$ cat src/rtl/apb_rr_arbiter.sv
// rtl/apb_rr_arbiter.sv - round-robin arbiter sharing one APB master port between NUM_REQ requesters
module apb_rr_arbiter #(
    parameter int NUM_REQ        = 2,
    parameter int APB_ADDR_WIDTH = 12,
    parameter int TIMEOUT_CYCLES = 256
) (
    input  logic                                clk_i,
    input  logic                                rst_n,
    input  logic [NUM_REQ-1:0]                  req_i,
    input  logic [NUM_REQ-1:0]                  we_i,
    input  logic [NUM_REQ*APB_ADDR_WIDTH-1:0]   addr_i,
    input  logic [NUM_REQ*32-1:0]               wdata_i,
    output logic [NUM_REQ-1:0]                  ack_o,
    output logic [31:0]                         rdata_o,
    output logic                                err_o,
    output logic                                psel_o,
    output logic                                penable_o,
    output logic                                pwrite_o,
    output logic [APB_ADDR_WIDTH-1:0]           paddr_o,
    output logic [31:0]                         pwdata_o,
    input  logic [31:0]                         prdata_i,
    input  logic                                pready_i,
    input  logic                                pslverr_i
);

    localparam int IW     = (NUM_REQ > 1) ? $clog2(NUM_REQ) : 1;
    localparam int WD_RAW = $clog2(TIMEOUT_CYCLES + 1);
    localparam int WD_W   = (WD_RAW < 8) ? 8 : ((WD_RAW > 16) ? 16 : WD_RAW);

    // Watchdog value seen in the last permitted ACCESS cycle.
    localparam logic [WD_W-1:0] WD_LAST   = (TIMEOUT_CYCLES == 0) ? '0 : WD_W'(TIMEOUT_CYCLES - 1);
    localparam logic [WD_W-1:0] WD_MAX    = '1;
    localparam logic [IW:0]     NUM_REQ_W = (IW + 1)'(NUM_REQ);
    localparam logic [IW-1:0]   LAST_IDX  = IW'(NUM_REQ - 1);

    typedef enum logic [1:0] {
        ST_IDLE,
        ST_SETUP,
        ST_ACCESS
    } state_t;

    state_t                    state_q;
    logic [IW-1:0]             ptr_q;
    logic [WD_W-1:0]           wdog_q;
    logic [NUM_REQ-1:0]        grant_q;
    logic                      we_q;
    logic [APB_ADDR_WIDTH-1:0] addr_q;
    logic [31:0]               wdata_q;
    logic                      psel_q;
    logic                      penable_q;

    logic [IW:0]               cand;
    logic [IW-1:0]             win_idx;
    logic                      win_found;
    logic [IW-1:0]             next_ptr;
    logic [NUM_REQ-1:0]        win_oh;
    logic                      in_access;
    logic                      timeout_hit;
    logic                      done;

    // Round-robin search: walk requesters upward from ptr, wrapping at NUM_REQ.
    always_comb begin
        win_idx   = '0;
        win_found = 1'b0;
        cand      = '0;
        for (int k = 0; k < NUM_REQ; k++) begin
            cand = {1'b0, ptr_q} + (IW + 1)'(k);
            if (cand >= NUM_REQ_W) begin
                cand = cand - NUM_REQ_W;
            end
            if (!win_found && req_i[cand[IW-1:0]]) begin
                win_found = 1'b1;
                win_idx   = cand[IW-1:0];
            end
        end
    end

    assign next_ptr = (win_idx == LAST_IDX) ? '0 : win_idx + 1'b1;
    assign win_oh   = {{(NUM_REQ - 1){1'b0}}, 1'b1} << win_idx;

    // Completion is decided combinationally from the slave response in the ACCESS cycle.
    assign in_access   = (state_q == ST_ACCESS);
    assign timeout_hit = (TIMEOUT_CYCLES != 0) && (wdog_q == WD_LAST);
    assign done        = in_access && (pready_i || timeout_hit);

    assign ack_o   = done ? grant_q : '0;
    assign rdata_o = (in_access && pready_i && !we_q) ? prdata_i : 32'h0;
    assign err_o   = in_access && (pready_i ? pslverr_i : timeout_hit);

    assign psel_o    = psel_q;
    assign penable_o = penable_q;
    assign pwrite_o  = we_q;
    assign paddr_o   = addr_q;
    assign pwdata_o  = wdata_q;

    // Transfer sequencer: grant and latch in IDLE, then SETUP and ACCESS phases with watchdog.
    always_ff @(posedge clk_i or negedge rst_n) begin
        if (!rst_n) begin
            state_q   <= ST_IDLE;
            ptr_q     <= '0;
            wdog_q    <= '0;
            grant_q   <= '0;
            we_q      <= 1'b0;
            addr_q    <= '0;
            wdata_q   <= '0;
            psel_q    <= 1'b0;
            penable_q <= 1'b0;
        end else begin
            case (state_q)
                ST_IDLE: begin
                    if (win_found) begin
                        grant_q <= win_oh;
                        we_q    <= we_i[win_idx];
                        addr_q  <= addr_i[win_idx*APB_ADDR_WIDTH +: APB_ADDR_WIDTH];
                        wdata_q <= wdata_i[win_idx*32 +: 32];
                        ptr_q   <= next_ptr;
                        wdog_q  <= '0;
                        psel_q  <= 1'b1;
                        state_q <= ST_SETUP;
                    end
                end
                ST_SETUP: begin
                    penable_q <= 1'b1;
                    state_q   <= ST_ACCESS;
                end
                ST_ACCESS: begin
                    if (done) begin
                        psel_q    <= 1'b0;
                        penable_q <= 1'b0;
                        state_q   <= ST_IDLE;
                    end else if (wdog_q != WD_MAX) begin
                        wdog_q <= wdog_q + 1'b1;
                    end
                end
                default: begin
                    psel_q    <= 1'b0;
                    penable_q <= 1'b0;
                    state_q   <= ST_IDLE;
                end
            endcase
        end
    end

endmodule

$ cat config.mk
export PLATFORM = sky130hd
export DESIGN_NAME = apb_rr_arbiter
export DESIGN_NICKNAME = d
export VERILOG_FILES = /design/src/rtl/apb_rr_arbiter.sv
export SDC_FILE = /design/constraint.sdc
export NUM_CORES = 1
export LEC_CHECK = 0
export CAP_MARGIN = 20
export CORE_ASPECT_RATIO = 1.1
export CORE_UTILIZATION = 37
export DETAILED_ROUTE_END_ITERATION = 6
export PLACE_DENSITY = 0.95
export SLEW_MARGIN = 25
export SYNTH_ARGS = -nofsm -noshare
export SYNTH_HDL_FRONTEND = slang
export SYNTH_SLANG_ARGS = --single-unit
$ cat constraint.sdc
create_clock -name clk_i -period 4.01 [get_ports clk_i]
set_clock_uncertainty 0.15 [all_clocks]
set_input_delay 0.802 -clock clk_i [delete_from_list [all_inputs] [get_ports clk_i]]
set_output_delay 0.802 -clock clk_i [all_outputs]
set_load 0.01 [all_outputs]
==> flow_summary.json, run 1 <==
{
  "outcome": "complete, no violations",
  "die_area_um2": 7989,
  "drt-total-wl_mm": 9.660,
  "ys_warn_count": 0,
  "seq_area_frac_synth": 0.5314,
  "critical_path_class": "in -> out",
  "slowest_delay_ps": 590,
  "cts-root-buf": "clkbuf_8",
  "drc": 0,
  "cp.required_ps": 3060,
  "synth_nets": 403,
  "row_count": 33,
  "fmax_mhz": 278.7,
  "clk_pin_slew_ps": 70,
  "cts_tree": "yes",
  "ys_types": 35,
  "ant_nets": 0,
  "diodes": 0,
  "drt_iter0_drc": 260,
  "worstPathMaxFanout": 32,
  "antenna_found_initial": 1,
  "numPortBuffers": 209,
  "hpwlAfterDp_mm": 7.203,
  "crit_chain": "clkdlybuf4s50_1 -> nor3b_2 -> buf_4 -> and2_1 -> clkdlybuf4s50_1",
  "grt_pass1_wl_mm": 14.89,
  "async_reset_ff_frac": 1.000,
  "rsz0062_at_grt": "false",
  "place_congestion": 0.8203,
  "crit_path_end": "rdata_o[25]",
  "synth-simple-area-share": 0.1435,
  "timing.rr.start": "wdog_q[0]",
  "hold_viol": 0,
  "synth_compound_area_frac": 0.2090,
  "clock_latency_ps": 320,
  "synth_mux_area_frac": 0.007529,
  "grt_max_degree": 47,
  "ir_worst_vdd_mv": 0.3356,
  "cts_setup_buffers": 0,
  "chipHeight_um": 93.65,
  "end_kind": "output pin",
  "r2r-end": "wdog_q[5]",
  "die_w_um": 85.32,
  "layout.nets": 606,
  "r2r_slack_ps": 1310,
  "startpoint_type": "input pin",
  "ios": 210,
  "critical_path_buf_inv_count": 3,
  "grt-ovfl-total": 0,
  "synth_area_per_cell_um2": 10.39,
  "setup_viol": 0,
  "grt_pass1_vias": 3054,
  "h-tree-depth": 3,
  "crit_family": "buffers and inverters",
  "wl_per_cell_um": 17.04,
  "grt_usage": 0.2400,
  "hold_class": "in -> async",
  "start_util": 0.3801,
  "p_total_mw": 3.227,
  "cp_num_cells": 5,
  "synthesis.area_um2": 2825,
  "cap_violations": 0,
  "vias": 3049,
  "worst_slew_pin_slew_ps": 892.6,
  "drtPass1Iterations": 7,
  "synthXorXnorAreaFrac": 0.003100,
  "maxSlewViolCount": 0,
  "arrival_ps": 2640,
  "max_slew_margin": 0.4050,
  "clk_path_buf_depth": 2,
  "layout-drive-gt1-share": 0.05625,
  "slowest_stage": "clkdlybuf4s50_1",
  "cts-hold-fix-buffers": 0,
  "numCtsBuffers": 9,
  "power_leakage_nw": 2.328,
  "tns_ps": 0,
  "reg2reg_depth": 8,
  "power.density_nw_per_um2": 618.3,
  "synth_edf_count": 0,
  "synthAdderAreaFrac": 0.01329,
  "synth_top_family_by_area": "compound AO/OA/AOI/OAI gates",
  "crit_top_cell": "clkdlybuf4s50_1",
  "synth_ff_type": "dfrtp_1",
  "core-area_um2": 7432,
  "syn2layout_area_growth_pct": 84.72,
  "cts_sinks": 60,
  "final.period_utilization": 0.8949,
  "synth_cells": 272,
  "crit_start": "pready_i",
  "routed_via_density": 5.377,
  "min_period_ps": 3588,
  "ys_ff_latch": 60,
  "cts_resized": 0
}
## logic make-up after synthesis
logic type      count (synthesis)
simple gates                   71
buf+inv                        69
compound gates                 66
flops                          60
fa+ha+maj                       3
mux                             2
xor+xnor                        1
## Yosys cell counts, drive strengths merged, types with 3 or more instances
| cell type | count | share of area |
|---|---|---|
| and2 | 32 | 0.071 |
| nor3 | 3 | 0.0053 |
| dfrtp | 60 | 0.53 |
| buf | 9 | 0.012 |
| a222oi | 45 | 0.16 |
| nand2 | 7 | 0.0093 |
| inv | 48 | 0.064 |
| nand3 | 3 | 0.0053 |
| o21ai | 4 | 0.0071 |
| nand4 | 3 | 0.0066 |
| nor2 | 11 | 0.015 |
| nor3b | 3 | 0.0080 |
| ha | 3 | 0.013 |
| clkbuf | 12 | 0.016 |
| a21oi | 5 | 0.0089 |
## per-layer routing
| layer | up-vias | GRT usage | routed length, µm |
|---|---|---|---|
| met5 | - | 0 | 13 |
| met4 | 2 | 0.09444 | 170 |
| met3 | 18 | 0.05472 | 540 |
| met2 | 141 | 0.4167 | 5065 |
| met1 | 1483 | 0.2891 | 3870 |
| li1 | 1405 | - | - |
## layout by cell type, fill, tap and decap left out, drive strengths merged, types with 2 or more instances in the layout
master and instances:
bufinv 2, nor3b 3, nor3 3, inv 48, a21o 2, clkbuf 11
or4 2, ha 3, o31ai 2, clkdlybuf4s50 208, buf 5, clkinv 3
and3 2, a21oi 5, nor2 11, a222oi 45, o21ai 4, nand4 3
nand2 7, nand2b 2, and2 32, dfrtp 60, nand3 3
## per-stage QoR
step	setup WS (ps)	instance area, µm²	util	instances	hold WS (ps)
final	421.6	5219	0.7022	567	232.6
after global routing	357.8	5219	0.7022	567	244.3
after CTS	439.6	5199	0.6995	566	351.0
after detailed placement	444.3	4982	0.6704	550	342.5
after global placement	532.3	4982	0.6704	550	314.0
after floorplan	1493	2825	-	272	291.6
## where the power goes
group / internal [mW] / total [mW] / switching (mW)
Clock: 0.364 / 0.598 / 0.234
Sequential: 0.870 / 1.06 / 0.189
Combinational: 0.878 / 1.57 / 0.692
Total: 2.11 / 3.23 / 1.12
## sequential cells by signal, indices dropped and copies added (netlist names)
name,count
grant_q,1
paddr_o,12
penable_o,1
psel_o,1
ptr_q,1
pwdata_o,32
pwrite_o,1
state_q,2
wdog_q,9
## cell type report
cell class / count / area (µm²)
flip-flops and latches: 60 / 1501
fillers: 549 / 2213
inverters: 48 / 180.2
clock inverters: 5 / 75.07
multi-input cells: 143 / 1082
clock buffers: 11 / 141.4
repair buffers: 213 / 2130
well taps: 87 / 108.9
## worst min path at each step
stage / startpoint / endpoint / slack [ps]
5_1_grt: rst_n / pwdata_o[15] / 240
4_1_cts: wdog_q[7] / wdog_q[7] / 350
3_3_place_gp: grant_q[1] / grant_q[1] / 310
2_1_floorplan: grant_q[1] / grant_q[1] / 290
3_5_place_dp: wdog_q[7] / wdog_q[7] / 340
6_report: rst_n / pwdata_o[15] / 230
Power figures use the tool's default switching activity.
==> run 2: changes to the inputs <==
Settings changed: HOLD_SLACK_MARGIN set to 0.1.
==> results of run 2 <==
No change in the layout: final DEF, timing and power equal those of run 1.
==> run 3: changes to the inputs <==
Settings changed: MAX_ROUTING_LAYER set to met4.
==> run 3 against run 2 <==
Effect of this change: the flow now finishes with violations (DRC); utilization is 0.20 points lower; sequential share of layout area is 0.083 points higher; clock-buffer cell count stayed put; flip-flop and latch count unchanged; total power about the same; worst setup slack better by 6.8 ps; routed wire length increased by 0.19%; final area decreased by 0.29%; non-clock buffer count is 1 lower; combinational power about the same; hold slack better by 61 ps; critical path type unchanged.
==> flow_summary.json, run 3 (synthesis gave the netlist of run 1 again) <==
{
  "end_kind": "output pin",
  "clk_pin_slew_ps": 70,
  "hpwlAfterDp_mm": 7.203,
  "grt-ovfl-total": 0,
  "numPortBuffers": 209,
  "hold_class": "in -> async",
  "fin_cells": 567,
  "grt_pass1_vias": 3053,
  "worst_slew_pin_slew_ps": 884.6,
  "cts_resized": 0,
  "final_cell_area_um2": 5204,
  "cts_setup_buffers": 0,
  "crit_family": "buffers and inverters",
  "die_w_um": 85.32,
  "violations": "DRC",
  "chipHeight_um": 93.65,
  "power_leakage_nw": 2.320,
  "die_area_um2": 7989,
  "crit_chain": "clkdlybuf4s50_1 -> nor3b_2 -> buf_4 -> and2_1 -> clkdlybuf4s50_1",
  "worstPathMaxFanout": 32,
  "wl_per_cell_um": 17.07,
  "cts-hold-fix-buffers": 0,
  "h-tree-depth": 3,
  "cts-root-buf": "clkbuf_8",
  "grt_max_degree": 47,
  "antenna_found_initial": 1,
  "critical_path_buf_inv_count": 3,
  "routed_via_density": 5.381,
  "clock_latency_ps": 330,
  "clk_path_buf_depth": 2,
  "ir_worst_vdd_mv": 0.3367,
  "drt_iter0_drc": 263,
  "fmax_mhz": 279.2,
  "cap_violations": 0,
  "final.period_utilization": 0.8932,
  "layout-drive-gt1-share": 0.05428,
  "setup_viol": 0,
  "cts_sinks": 60,
  "layout.nets": 605,
  "maxSlewViolCount": 0,
  "grt_pass1_wl_mm": 14.89,
  "dp.cells": 550,
  "cp.required_ps": 3060,
  "arrival_ps": 2630,
  "critical_path_class": "in -> out",
  "fillers": 552,
  "largest_reg_flops": 32,
  "startpoint_type": "input pin",
  "drtPass1Iterations": 7,
  "outcome": "finished, violations left",
  "cts_tree": "yes",
  "ant_nets": 0,
  "start_util": 0.3801,
  "tns_ps": 0,
  "p_total_mw": 3.229,
  "rsz0062_at_grt": "false",
  "power.density_nw_per_um2": 620.5,
  "crit_top_cell": "clkdlybuf4s50_1",
  "vias": 3051,
  "hold_viol": 0,
  "slowest_stage": "clkdlybuf4s50_1",
  "place_area_um2": 4982,
  "core-area_um2": 7432,
  "drt-total-wl_mm": 9.678,
  "numCtsBuffers": 9,
  "slowest_delay_ps": 580,
  "final_cell_mix": "clkdlybuf4s50_1, dfrtp_1, inv_1, a222oi_1, and2_1",
  "syn2layout_area_growth_pct": 84.19,
  "final_common_cell": "clkdlybuf4s50_1",
  "drc": 6,
  "min_period_ps": 3582,
  "max_slew_margin": 0.4103,
  "ios": 210,
  "place_congestion": 0.8326,
  "grt_usage": 0.2473,
  "row_count": 33
}
==> run 3: cell count changes in the layout (fill, tap and decap cells not counted), sizes merged <==
cell   previous run  this run
buf               5         4
diode             0         1
==> run 3: metrics by stage <==
step / hold WS (ps) / setup WS [ps] / util
after global placement: 314.0 / 532.3 / 0.6704
after CTS: 351.0 / 439.6 / 0.6995
after floorplan: 291.6 / 1493 / -
after detailed placement: 342.5 / 444.3 / 0.6704
after global routing: 328.6 / 357.8 / 0.7002
final: 293.5 / 428.4 / 0.7002
==> run 3: per-layer routing <==
metal	up-vias	part of all wire	track usage
li1	1404	-	-
met1	1498	0.40	0.2965
met2	136	0.53	0.4173
met3	13	0.048	0.04590
met4	0	0.015	0.09306
met5	-	0	-
==> run 3: worst paths after layout <==
kind                                  start      endpoint  slack [ps]  cells after the start
worst min-delay path                  rst_n  pwdata_o[12]         290                      1
max in group asynchronous             rst_n     wdog_q[8]        2740                      2
worst max-delay path               pready_i   rdata_o[25]         430                      5
min in group clk_i              pwdata_o[6]   pwdata_o[6]         360                      2
worst min register to register  pwdata_o[6]   pwdata_o[6]         360                      2
worst max register to register    wdog_q[0]     wdog_q[5]        1320                      8
==> run 3: where the power goes <==
part / internal (mW) / leakage (nW) / total (mW) / switching (mW)
Combinational: 0.876 / 1.46 / 1.57 / 0.694
Clock: 0.364 / 0.113 / 0.600 / 0.236
Sequential: 0.870 / 0.751 / 1.06 / 0.189
==> run 3: cell type report <==
cell class	count	area, µm²	share of cell area
diodes	1	2.502	0.0004809
clock buffers	11	141.4	0.02717
clock inverters	5	75.07	0.01443
inverters	48	180.2	0.03462
multi-input cells	143	1082	0.2080
flip-flops and latches	60	1501	0.2885
well taps	87	108.9	0.02092
repair buffers	212	2112	0.4059
